File: src/rtl/multiword_add_seq.sv
// Word-serial N*M-bit adder built around a single N-bit carry-lookahead slice.
// Optional macro SUBTRACT_EN adds a sub port that turns the operation into A-B.

module multiword_add_cla #(
    parameter int N = 8
) (
    input  logic [N-1:0] a,
    input  logic [N-1:0] b,
    input  logic         ci,
    output logic [N-1:0] s,
    output logic         co
);

    logic [N-1:0] g;
    logic [N-1:0] p;
    logic [N:0]   c;
    logic         carry_i;
    logic         prop;

    // Each carry is the flattened generate/propagate sum, not a ripple chain.
    always_comb begin
        // NOTE: every always_comb variable gets a default first so no path can infer a latch.
        g       = a & b;
        p       = a ^ b;
        c       = '0;
        carry_i = 1'b0;
        prop    = 1'b0;
        c[0]    = ci;
        for (int i = 0; i < N; i++) begin
            carry_i = g[i];
            prop    = p[i];
            for (int j = i - 1; j >= 0; j--) begin
                carry_i = carry_i | (g[j] & prop);
                prop    = prop & p[j];
            end
            c[i+1] = carry_i | (ci & prop);
        end
    end

    assign s  = p ^ c[N-1:0];
    assign co = c[N];

endmodule

module multiword_add_seq #(
    parameter int N = 8,
    parameter int M = 4
) (
    input  logic         clk,
    input  logic         rst_n,
    input  logic         start_valid,
    output logic         start_ready,
    input  logic [N*M-1:0] op_a,
    input  logic [N*M-1:0] op_b,
    input  logic         cin,
`ifdef SUBTRACT_EN
    input  logic         sub,
`endif
    output logic         res_valid,
    input  logic         res_ready,
    output logic [N*M-1:0] res_sum,
    output logic         res_cout,
    output logic         busy
);

    localparam int IW = (M > 1) ? $clog2(M) : 1;
    localparam logic [IW-1:0] LAST = IW'(M - 1);

    typedef enum logic [1:0] {
        IDLE = 2'd0,
        RUN  = 2'd1,
        DONE = 2'd2
    } state_t;

    state_t         state;
    logic [IW-1:0]  idx;
    logic           carry_q;
    logic [N*M-1:0] sum_q;
    logic [N*M-1:0] a_q;
    logic [N*M-1:0] b_q;
    logic           sub_q;
    logic           sub_in;

    logic [N-1:0]   add_a;
    logic [N-1:0]   add_b;
    logic [N-1:0]   add_sum;
    logic           add_cout;

`ifdef SUBTRACT_EN
    assign sub_in = sub;
`else
    assign sub_in = 1'b0;
`endif

    // Subtraction is A + ~B + 1; the +1 comes from the carry register preload.
    assign add_a = a_q[idx*N +: N];
    assign add_b = b_q[idx*N +: N] ^ {N{sub_q}};

    multiword_add_cla #(.N(N)) u_cla (
        .a  (add_a),
        .b  (add_b),
        .ci (carry_q),
        .s  (add_sum),
        .co (add_cout)
    );

    // NOTE: operand registers carry no reset; every accept reloads them before they are read.
    always_ff @(posedge clk) begin
        if (start_ready && start_valid) begin
            a_q   <= op_a;
            b_q   <= op_b;
            sub_q <= sub_in;
        end
    end

    always_ff @(posedge clk) begin
        if (!rst_n) begin
            state       <= IDLE;
            idx         <= '0;
            carry_q     <= 1'b0;
            sum_q       <= '0;
            res_valid   <= 1'b0;
            busy        <= 1'b0;
            start_ready <= 1'b1;
        end else begin
            case (state)
                IDLE: begin
                    if (start_valid) begin
                        state       <= RUN;
                        idx         <= '0;
                        carry_q     <= sub_in ? 1'b1 : cin;
                        start_ready <= 1'b0;
                        busy        <= 1'b1;
                    end
                end
                RUN: begin
                    sum_q[idx*N +: N] <= add_sum;
                    carry_q           <= add_cout;
                    if (idx == LAST) begin
                        state     <= DONE;
                        idx       <= '0;
                        res_valid <= 1'b1;
                    end else begin
                        idx <= idx + 1'b1;
                    end
                end
                DONE: begin
                    if (res_ready) begin
                        state       <= IDLE;
                        res_valid   <= 1'b0;
                        busy        <= 1'b0;
                        start_ready <= 1'b1;
                    end
                end
                default: begin
                    state       <= IDLE;
                    idx         <= '0;
                    res_valid   <= 1'b0;
                    busy        <= 1'b0;
                    start_ready <= 1'b1;
                end
            endcase
        end
    end

    assign res_sum  = sum_q;
    assign res_cout = carry_q;

endmodule

File: config.mk
export PLATFORM = sky130hd
export DESIGN_NAME = multiword_add_seq
export DESIGN_NICKNAME = d
export VERILOG_FILES = /design/src/rtl/multiword_add_seq.sv
export SDC_FILE = /design/constraint.sdc
export NUM_CORES = 1
export LEC_CHECK = 0
export BUFFER_PORTS_ARGS = -buffer_cell sky130_fd_sc_hd__buf_2
export CORE_MARGIN = 2
export CORE_UTILIZATION = 57
export CTS_CLUSTER_DIAMETER = 80
export DETAILED_ROUTE_END_ITERATION = 7
export GPL_TIMING_DRIVEN = 1
export PLACE_DENSITY = 0.85
export SETUP_SLACK_MARGIN = 0.4
export SLEW_MARGIN = 20
export SYNTH_ARGS = -nofsm -noshare
export SYNTH_HDL_FRONTEND = slang
export SYNTH_HIERARCHICAL = 1
export SYNTH_SLANG_ARGS = --single-unit
File: constraint.sdc
create_clock -name clk -period 7.6 [get_ports clk]
set_input_delay 0.38 -clock clk [delete_from_list [all_inputs] [get_ports clk]]
set_output_delay 0.38 -clock clk [all_outputs]
set_load 0.02 [all_outputs]
==> impl_metrics.toml, run 1 <==
[yosys]
synth_xor_area_share_pct = 1.24
post_synth_mux_area_share_pct = 8.48
synthesis.area_sq_um = 4250
synth-compound-area-share_pct = 10.2
yosys.area_share.simple_pct = 7.98
number_of_register_bits_inferred_by_synthesis = 104
synth.net_count = 365
synth_edf_count = 64
post_synth.cell_area_avg_sq_um = 15.1
yosysUniqueCellTypes = 46
ys_warn_count = 6
postSynthCellCount = 281
combinational_family_with_the_most_area_after_synthesis = "compound AO/OA/AOI/OAI gates"
ys_seq_area_share_pct = 64.0
fraction_of_the_mapped_netlist_area_in_adder_cells_pct = 4.59
ys_async_sr_fraction_pct = 0
primary_flip_flop_cell_chosen_by_synthesis_mapping = "sky130_fd_sc_hd__edfxtp_1"

[clock_tree]
tritoncts_num_sinks = 104
clock_tree.root_cell = "sky130_fd_sc_hd__clkbuf_8"
cts_buffer_depth = 2
htree_levels = 3
path_clk_slew_ns = 0.10
cts_buffers = 9
post_cts.resized_instances = 0
cts.hold.buffers_added = 0
cts_tree = "built"
postCtsSetupRepairBufs = 0
clk_latency_ns = 0.36

[worst_hold_path]
min-delay-path-class = "primary input to flip-flop"

[sta]
final-hold-violation-count = 0
post-route-min-period_ns = 2.91
slew_headroom_pct = 39.4
fin_setup_tns_ns = 0
finalMaxSlewViolations = 0
fmaxAchievable_ghz = 0.344
worst_hold_slack_ns = 0.187
rsz_0062_raised_after_global_routing = "no"
min_period_over_period_pct = 38.3
clock-skew-final_ns = 0.00923
worst_slew_pin_slew_ns = 0.908
setup-violations-final = 0

[power]
leakage_nw = 2.06
comb_power_share_pct = 14.5
power_density_nw_per_um2 = 231
clock_network_power_share_pct = 29.9
vdd_drop_max_uv = 202
internal_power_w = 0.000866
seq_power_share_pct = 55.6
power.share.switching_pct = 25.2
switchingPower_w = 0.000292

[drt]
vias_per_cell = 5.54
detail_route.first_pass.iterations = 5
drt_iter0_drc = 151
ant_nets = 0
drt_wl_total_um = 7680
wire_per_inst_um = 15.7
detailroute.via_count = 2702
drc_errors = 0

[global_routing]
grt_pass1_vias = 2670
global_route.usage.total_pct = 19.8
grt_start_max_net_pins = 65
global_route_wire_length_before_repair_um = 12700
grt_overflow_total = 0
initial_antenna_violation_count = 0

[final_layout]
fillers = 502
layout-area-overhead-vs-synth_pct = 17.8
final_cell_count_no_fill = 488
final_design_area_no_fill_sq_um = 5010
post_route_cells_drive_above_1_share_pct = 39.3
diodes = 0
final_net_count = 468

[floorplanning]
top_level_ports = 105
fp.dieW_um = 90.4
initial_utilization_pct = 58.6
fp.dieH_um = 90.4
dieArea_sq_um = 8170
placementRows = 31
coreArea_sq_um = 7250

[run]
max-cap-violations = 0

[setup_path]
critical_path.slowest_cell = "sky130_fd_sc_hd__dfxtp_1"
setup.worst_path.start_class = "flip-flop"
crit_path_end_kind = "flip-flop"
critical_path.cell_chain = "mux4_2 -> ha_1 -> nand3_1 -> o211ai_2 -> nor2_1 -> xnor2_1 -> nand2_1 -> o22ai_1"
critPathMaxStageDelay_ns = 0.93
crit_required_ns = 7.88
critical_path_peak_fanout = 20
critical_path_arrival_ns = 3.19
timing_worst_setup_path_type = "flip-flop to flip-flop"

[placed_design]
final_weighted_congestion_of_routability_driven_global_placement = 0.797
placedCellCount = 472
buffer_ports.inserted = 104
detailed_place.area_sq_um = 4800
dp.final_hpwl_um = 5670

[outcome]
status = "completed"
## cell usage after synthesis, drive strengths merged, types with 2 or more instances
library cell | number | area [sq um]
nand3 | 2 | 10.0
mux4 | 16 | 360
edfxtp | 64 | 1920
and2 | 2 | 12.5
nor2 | 7 | 28.8
a21oi | 3 | 26.3
o21ai | 5 | 25.0
o22ai | 19 | 119
nand2 | 30 | 113
inv | 10 | 37.5
buf | 14 | 109
dfxtp | 40 | 801
and3 | 2 | 12.5
ha | 14 | 175
a22o | 16 | 140
nor3 | 3 | 20.0
xnor2 | 6 | 52.6
a21boi | 5 | 45.0
nor2b | 3 | 21.3
o21a | 2 | 15.0
and3b | 2 | 17.5
## state kept, by name, summed over array words and instances (netlist names)
| name | flops |
|---|---|
| start_ready | 1 |
| idx | 2 |
| state | 2 |
| busy | 1 |
| res_cout | 1 |
| res_valid | 1 |
| a_q | 32 |
| res_sum | 32 |
| b_q | 32 |
## path summary, 6_finish.rpt
path / from / end / slack (ns) / cells after the start
max reg2reg: idx[1] / res_sum[12] / 4.69 / 8
max: idx[1] / res_sum[12] / 4.69 / 8
min: op_a[17] / a_q[17] / 0.19 / 1
min reg2reg: res_sum[25] / res_sum[25] / 0.47 / 2
## critical path: cells and delay by family, from the launching register on
| kind | cells | cell delay, ns |
|---|---|---|
| compound gates | 2 | 0.42 |
| fa+ha+maj | 1 | 0.36 |
| xor+xnor | 1 | 0.32 |
| simple gates | 3 | 0.37 |
| mux | 1 | 0.42 |
| flops | 1 | 0.93 |
## power groups by stage
stage               combinational (W)  sequential (W)  clock (W)
global route                 0.000184        0.000647   0.000375
CTS                          0.000168        0.000644   0.000352
global placement             0.000163        0.000656          0
detailed placement           0.000167        0.000657          0
finish                       0.000167        0.000644   0.000346
floorplan                    0.000115        0.000660          0
## placed cells by master, fill, tap and decap left out, types with 2 or more instances in the layout
master | Yosys | final
sky130_fd_sc_hd__nor2_1 | 6 | 6
sky130_fd_sc_hd__a21boi_2 | 2 | 2
sky130_fd_sc_hd__xnor2_1 | 6 | 6
sky130_fd_sc_hd__o21a_1 | 2 | 2
sky130_fd_sc_hd__o21ai_1 | 4 | 4
sky130_fd_sc_hd__nand3_1 | 2 | 2
sky130_fd_sc_hd__clkinv_2 | 0 | 2
sky130_fd_sc_hd__buf_2 | 6 | 104
sky130_fd_sc_hd__mux4_2 | 16 | 16
sky130_fd_sc_hd__nand2_1 | 30 | 30
sky130_fd_sc_hd__dfxtp_1 | 40 | 40
sky130_fd_sc_hd__a22o_1 | 16 | 16
sky130_fd_sc_hd__o22ai_1 | 19 | 19
sky130_fd_sc_hd__inv_2 | 2 | 2
sky130_fd_sc_hd__edfxtp_1 | 64 | 64
sky130_fd_sc_hd__nor2b_1 | 2 | 2
sky130_fd_sc_hd__clkbuf_8 | 0 | 10
sky130_fd_sc_hd__inv_1 | 8 | 8
sky130_fd_sc_hd__ha_1 | 14 | 14
sky130_fd_sc_hd__a21boi_1 | 3 | 3
sky130_fd_sc_hd__a21oi_1 | 2 | 2
sky130_fd_sc_hd__nor3_1 | 2 | 2
sky130_fd_sc_hd__and3_1 | 2 | 2
sky130_fd_sc_hd__clkinv_4 | 0 | 2
sky130_fd_sc_hd__and3b_1 | 2 | 2
sky130_fd_sc_hd__buf_4 | 3 | 2
## cell type report
class                      instances  area, sq um  share of cell area, %
inverter                          10         37.5                  0.750
tap                               99          124                   2.47
multi-input combinational        153         1380                   27.6
clock inverter                     6         66.3                   1.32
sequential                       104         2720                   54.4
timing repair buffer             106          536                   10.7
clock buffer                      10          138                   2.75
## metrics by stage
step | worst slack (ns) | power (W) | util (%)
2_1_floorplan | 4.98 | 0.000775 | -
3_3_place_gp | 4.83 | 0.000819 | 66.2
3_5_place_dp | 4.70 | 0.000824 | 66.2
4_1_cts | 4.68 | 0.00116 | 69.0
5_1_grt | 4.47 | 0.00121 | 69.0
6_report | 4.69 | 0.00116 | 69.0
## logic make-up after synthesis
family                   Yosys count
flip-flops                       104
AND/OR/NAND/NOR                   60
AO/OA/AOI/OAI                     56
buffers and inverters             24
multiplexers                      16
adder cells (fa/ha/maj)           15
XOR/XNOR                           6
## routing by layer
metal,vias up,global-route usage (%),wire length (um)
met5,-,0,0
met4,0,7.95,155
met3,16,4.84,470
met2,101,32.5,3740
met1,1301,25.7,3310
li1,1284,-,-
Note: power is estimated with default switching activity, not from simulation.
==> run 2: changes to the inputs <==
--- a/config.mk
+++ b/config.mk
@@ -7,11 +7,11 @@
 export LEC_CHECK = 0
 export BUFFER_PORTS_ARGS = -buffer_cell sky130_fd_sc_hd__buf_2
 export CORE_MARGIN = 2
-export CORE_UTILIZATION = 57
+export CORE_UTILIZATION = 48
 export CTS_CLUSTER_DIAMETER = 80
 export DETAILED_ROUTE_END_ITERATION = 7
 export GPL_TIMING_DRIVEN = 1
-export PLACE_DENSITY = 0.85
+export PLACE_DENSITY = 0.76
 export SETUP_SLACK_MARGIN = 0.4
 export SLEW_MARGIN = 20
 export SYNTH_ARGS = -nofsm -noshare
==> constraint.sdc (replaced) <==
create_clock -name clk -period 2.4 [get_ports clk]
set_input_delay 0.12 -clock clk [delete_from_list [all_inputs] [get_ports clk]]
set_output_delay 0.12 -clock clk [all_outputs]
set_load 0.02 [all_outputs]
==> impl_metrics.toml, run 2 (synthesis results as in run 1) <==
[setup_path]
worst-r2r-cell-count = 9
critical_path_arrival_ns = 2.74
timing_worst_setup_path_type = "flip-flop to flip-flop"
crit_path_end_kind = "flip-flop"
critical_path_peak_fanout = 3
setup.worst_path.start_class = "flip-flop"
crit_required_ns = 2.67

[sta]
post-route-min-period_ns = 2.47
slew_headroom_pct = 69.4
setup-violations-final = 17
worst_slew_pin_slew_ns = 0.458
final-hold-violation-count = 0
fmaxAchievable_ghz = 0.405
clock-skew-final_ns = 0.0152
rsz_0062_raised_after_global_routing = "yes"
min_period_over_period_pct = 103
finalWorstSetupSlack_ns = -0.0694
finalMaxSlewViolations = 0

[final_layout]
fin_util_pct = 71.2
final_net_count = 551
multi_input_comb_area_sq_um = 1630
layout-area-overhead-vs-synth_pct = 44.5
diodes = 0
final_design_area_no_fill_sq_um = 6140
final_cell_count_no_fill = 580
fillers = 544
layout.cells.most_common_list = "104 x sky130_fd_sc_hd__buf_2, 64 x sky130_fd_sc_hd__edfxtp_1, 64 x sky130_fd_sc_hd__dlygate4sd3_1, 39 x sky130_fd_sc_hd__dfxtp_1, 24 x sky130_fd_sc_hd__nand2_1"
post_route_cells_drive_above_1_share_pct = 43.0
seqCellArea_sq_um = 2730
layout_commonest_cell = "sky130_fd_sc_hd__buf_2"

[placed_design]
placedCellCount = 494
buffer_ports.inserted = 104
final_weighted_congestion_of_routability_driven_global_placement = 0.823
detailed_place.area_sq_um = 5030
dp.final_hpwl_um = 5970

[global_routing]
grt_pass1_vias = 3041
grt_overflow_total = 0
initial_antenna_violation_count = 0
global_route.usage.total_pct = 21.8
grt_start_max_net_pins = 48
global_route_wire_length_before_repair_um = 15900

[floorplanning]
fp.dieH_um = 98.1
coreArea_sq_um = 8640
placementRows = 34
fp.dieW_um = 98.1
initial_utilization_pct = 49.2
dieArea_sq_um = 9630
top_level_ports = 105

[drt]
wire_per_inst_um = 18.3
detail_route.first_pass.iterations = 4
ant_nets = 0
drt_iter0_drc = 110
drc_errors = 0
detailroute.via_count = 3046
vias_per_cell = 5.25
drt_wl_total_um = 10600

[power]
comb_power_share_pct = 21.7
switchingPower_w = 0.00111
leakage_nw = 2.48
vdd_drop_max_uv = 530
power.share.switching_pct = 26.6
clock_network_power_share_pct = 29.4
internal_power_w = 0.00307
power_density_nw_per_um2 = 680
seq_power_share_pct = 48.9

[clock_tree]
clk_latency_ns = 0.37
cts_buffer_depth = 2
tritoncts_num_sinks = 104
htree_levels = 3
clock_tree.root_cell = "sky130_fd_sc_hd__clkbuf_8"
cts_buffers = 9
cts_tree = "built"
path_clk_slew_ns = 0.11

[worst_hold_path]
min-delay-path-class = "primary input to flip-flop"
timing.hold.worst_path_depth = 4

[outcome]
status = "finished, violations left"
violations_in_the_final_reports = "negative setup slack"

[run]
max-cap-violations = 0
## run 2: changes by cell type in the layout (fill, tap and decap cells not counted), moves of 3 or more
cell and change:
sky130_fd_sc_hd__dlygate4sd3_1 +64, sky130_fd_sc_hd__buf_4 +11, sky130_fd_sc_hd__ha_1 -6, sky130_fd_sc_hd__ha_4 +6, sky130_fd_sc_hd__nand2_1 -6, sky130_fd_sc_hd__nand2_2 +6, sky130_fd_sc_hd__buf_12 +4, sky130_fd_sc_hd__buf_6 +4
sky130_fd_sc_hd__xnor2_1 -4, sky130_fd_sc_hd__clkinvlp_4 +3, sky130_fd_sc_hd__nor2_1 -3, sky130_fd_sc_hd__o22ai_1 -3, sky130_fd_sc_hd__o22ai_2 +3, sky130_fd_sc_hd__xnor2_4 +3
## run 2: worst paths after layout
path	from	endpoint	slack, ns
max	idx[0]	res_cout	-0.07
min	res_ready	busy	0.04
max reg2reg	idx[0]	res_cout	-0.07
min reg2reg	res_sum[27]	res_sum[27]	0.47
## run 2: repair_timing
| item | 4_1_cts | 5_1_grt |
|---|---|---|
| resized for setup | 16 | 24 |
| hold buffers | 64 | 0 |
| cloned | 0 | 0 |
| pin swaps | 14 | 20 |
| hold endpoints to repair | 64 | 0 |
| buffers inserted | 5 | 1 |
| endpoints found under the setup margin | 31 | 33 |
## run 2: per-layer routing
metal / up-vias / GRT usage [%] / part of all wire, %
li1: 1442 / - / -
met1: 1490 / 27.8 / 40
met2: 105 / 37.9 / 53
met3: 9 / 5.23 / 5.5
met4: 0 / 4.81 / 1.4
met5: - / 0 / 0
## run 2: power groups by stage
stage	Clock, W	Combinational [W]	Sequential, W
5_1_grt	0.00132	0.000972	0.00205
3_3_place_gp	0	0.000616	0.00207
4_1_cts	0.00124	0.000781	0.00204
6_report	0.00123	0.000907	0.00204
2_1_floorplan	0	0.000403	0.00209
3_5_place_dp	0	0.000627	0.00208
## run 2: worst max-delay path: stages, from the launching register on
cell	delay, ns
sky130_fd_sc_hd__dfxtp_4	0.40
sky130_fd_sc_hd__buf_6	0.12
sky130_fd_sc_hd__mux4_2	0.55
sky130_fd_sc_hd__ha_4	0.27
sky130_fd_sc_hd__a21oi_4	0.24
sky130_fd_sc_hd__o2111ai_4	0.18
sky130_fd_sc_hd__a31oi_4	0.25
sky130_fd_sc_hd__o21bai_1	0.12
sky130_fd_sc_hd__o22ai_1	0.16
sky130_fd_sc_hd__a21oi_1	0.08
## run 2: final cells by class
type | count | share of cell area (%)
repair buffers | 189 | 22.5
inverters | 10 | 0.652
well taps | 108 | 2.20
multi-input cells | 153 | 26.6
clock inverters | 7 | 1.67
clock buffers | 9 | 2.02
flip-flops and latches | 104 | 44.4
## run 2: stage by stage
step / TNS (ns) / power [W] / hold WS (ns) / worst slack [ns]
finish: -0.407 / 0.00418 / 0.0427 / -0.0694
global route: -2.49 / 0.00434 / 0.0337 / -0.169
CTS: -0.00577 / 0.00406 / 0.0254 / -0.00458
detailed placement: -0.209 / 0.00271 / 0.298 / -0.0571
global placement: -0.0183 / 0.00269 / 0.296 / -0.0183
floorplan: -0.0405 / 0.00249 / 0.219 / -0.0402
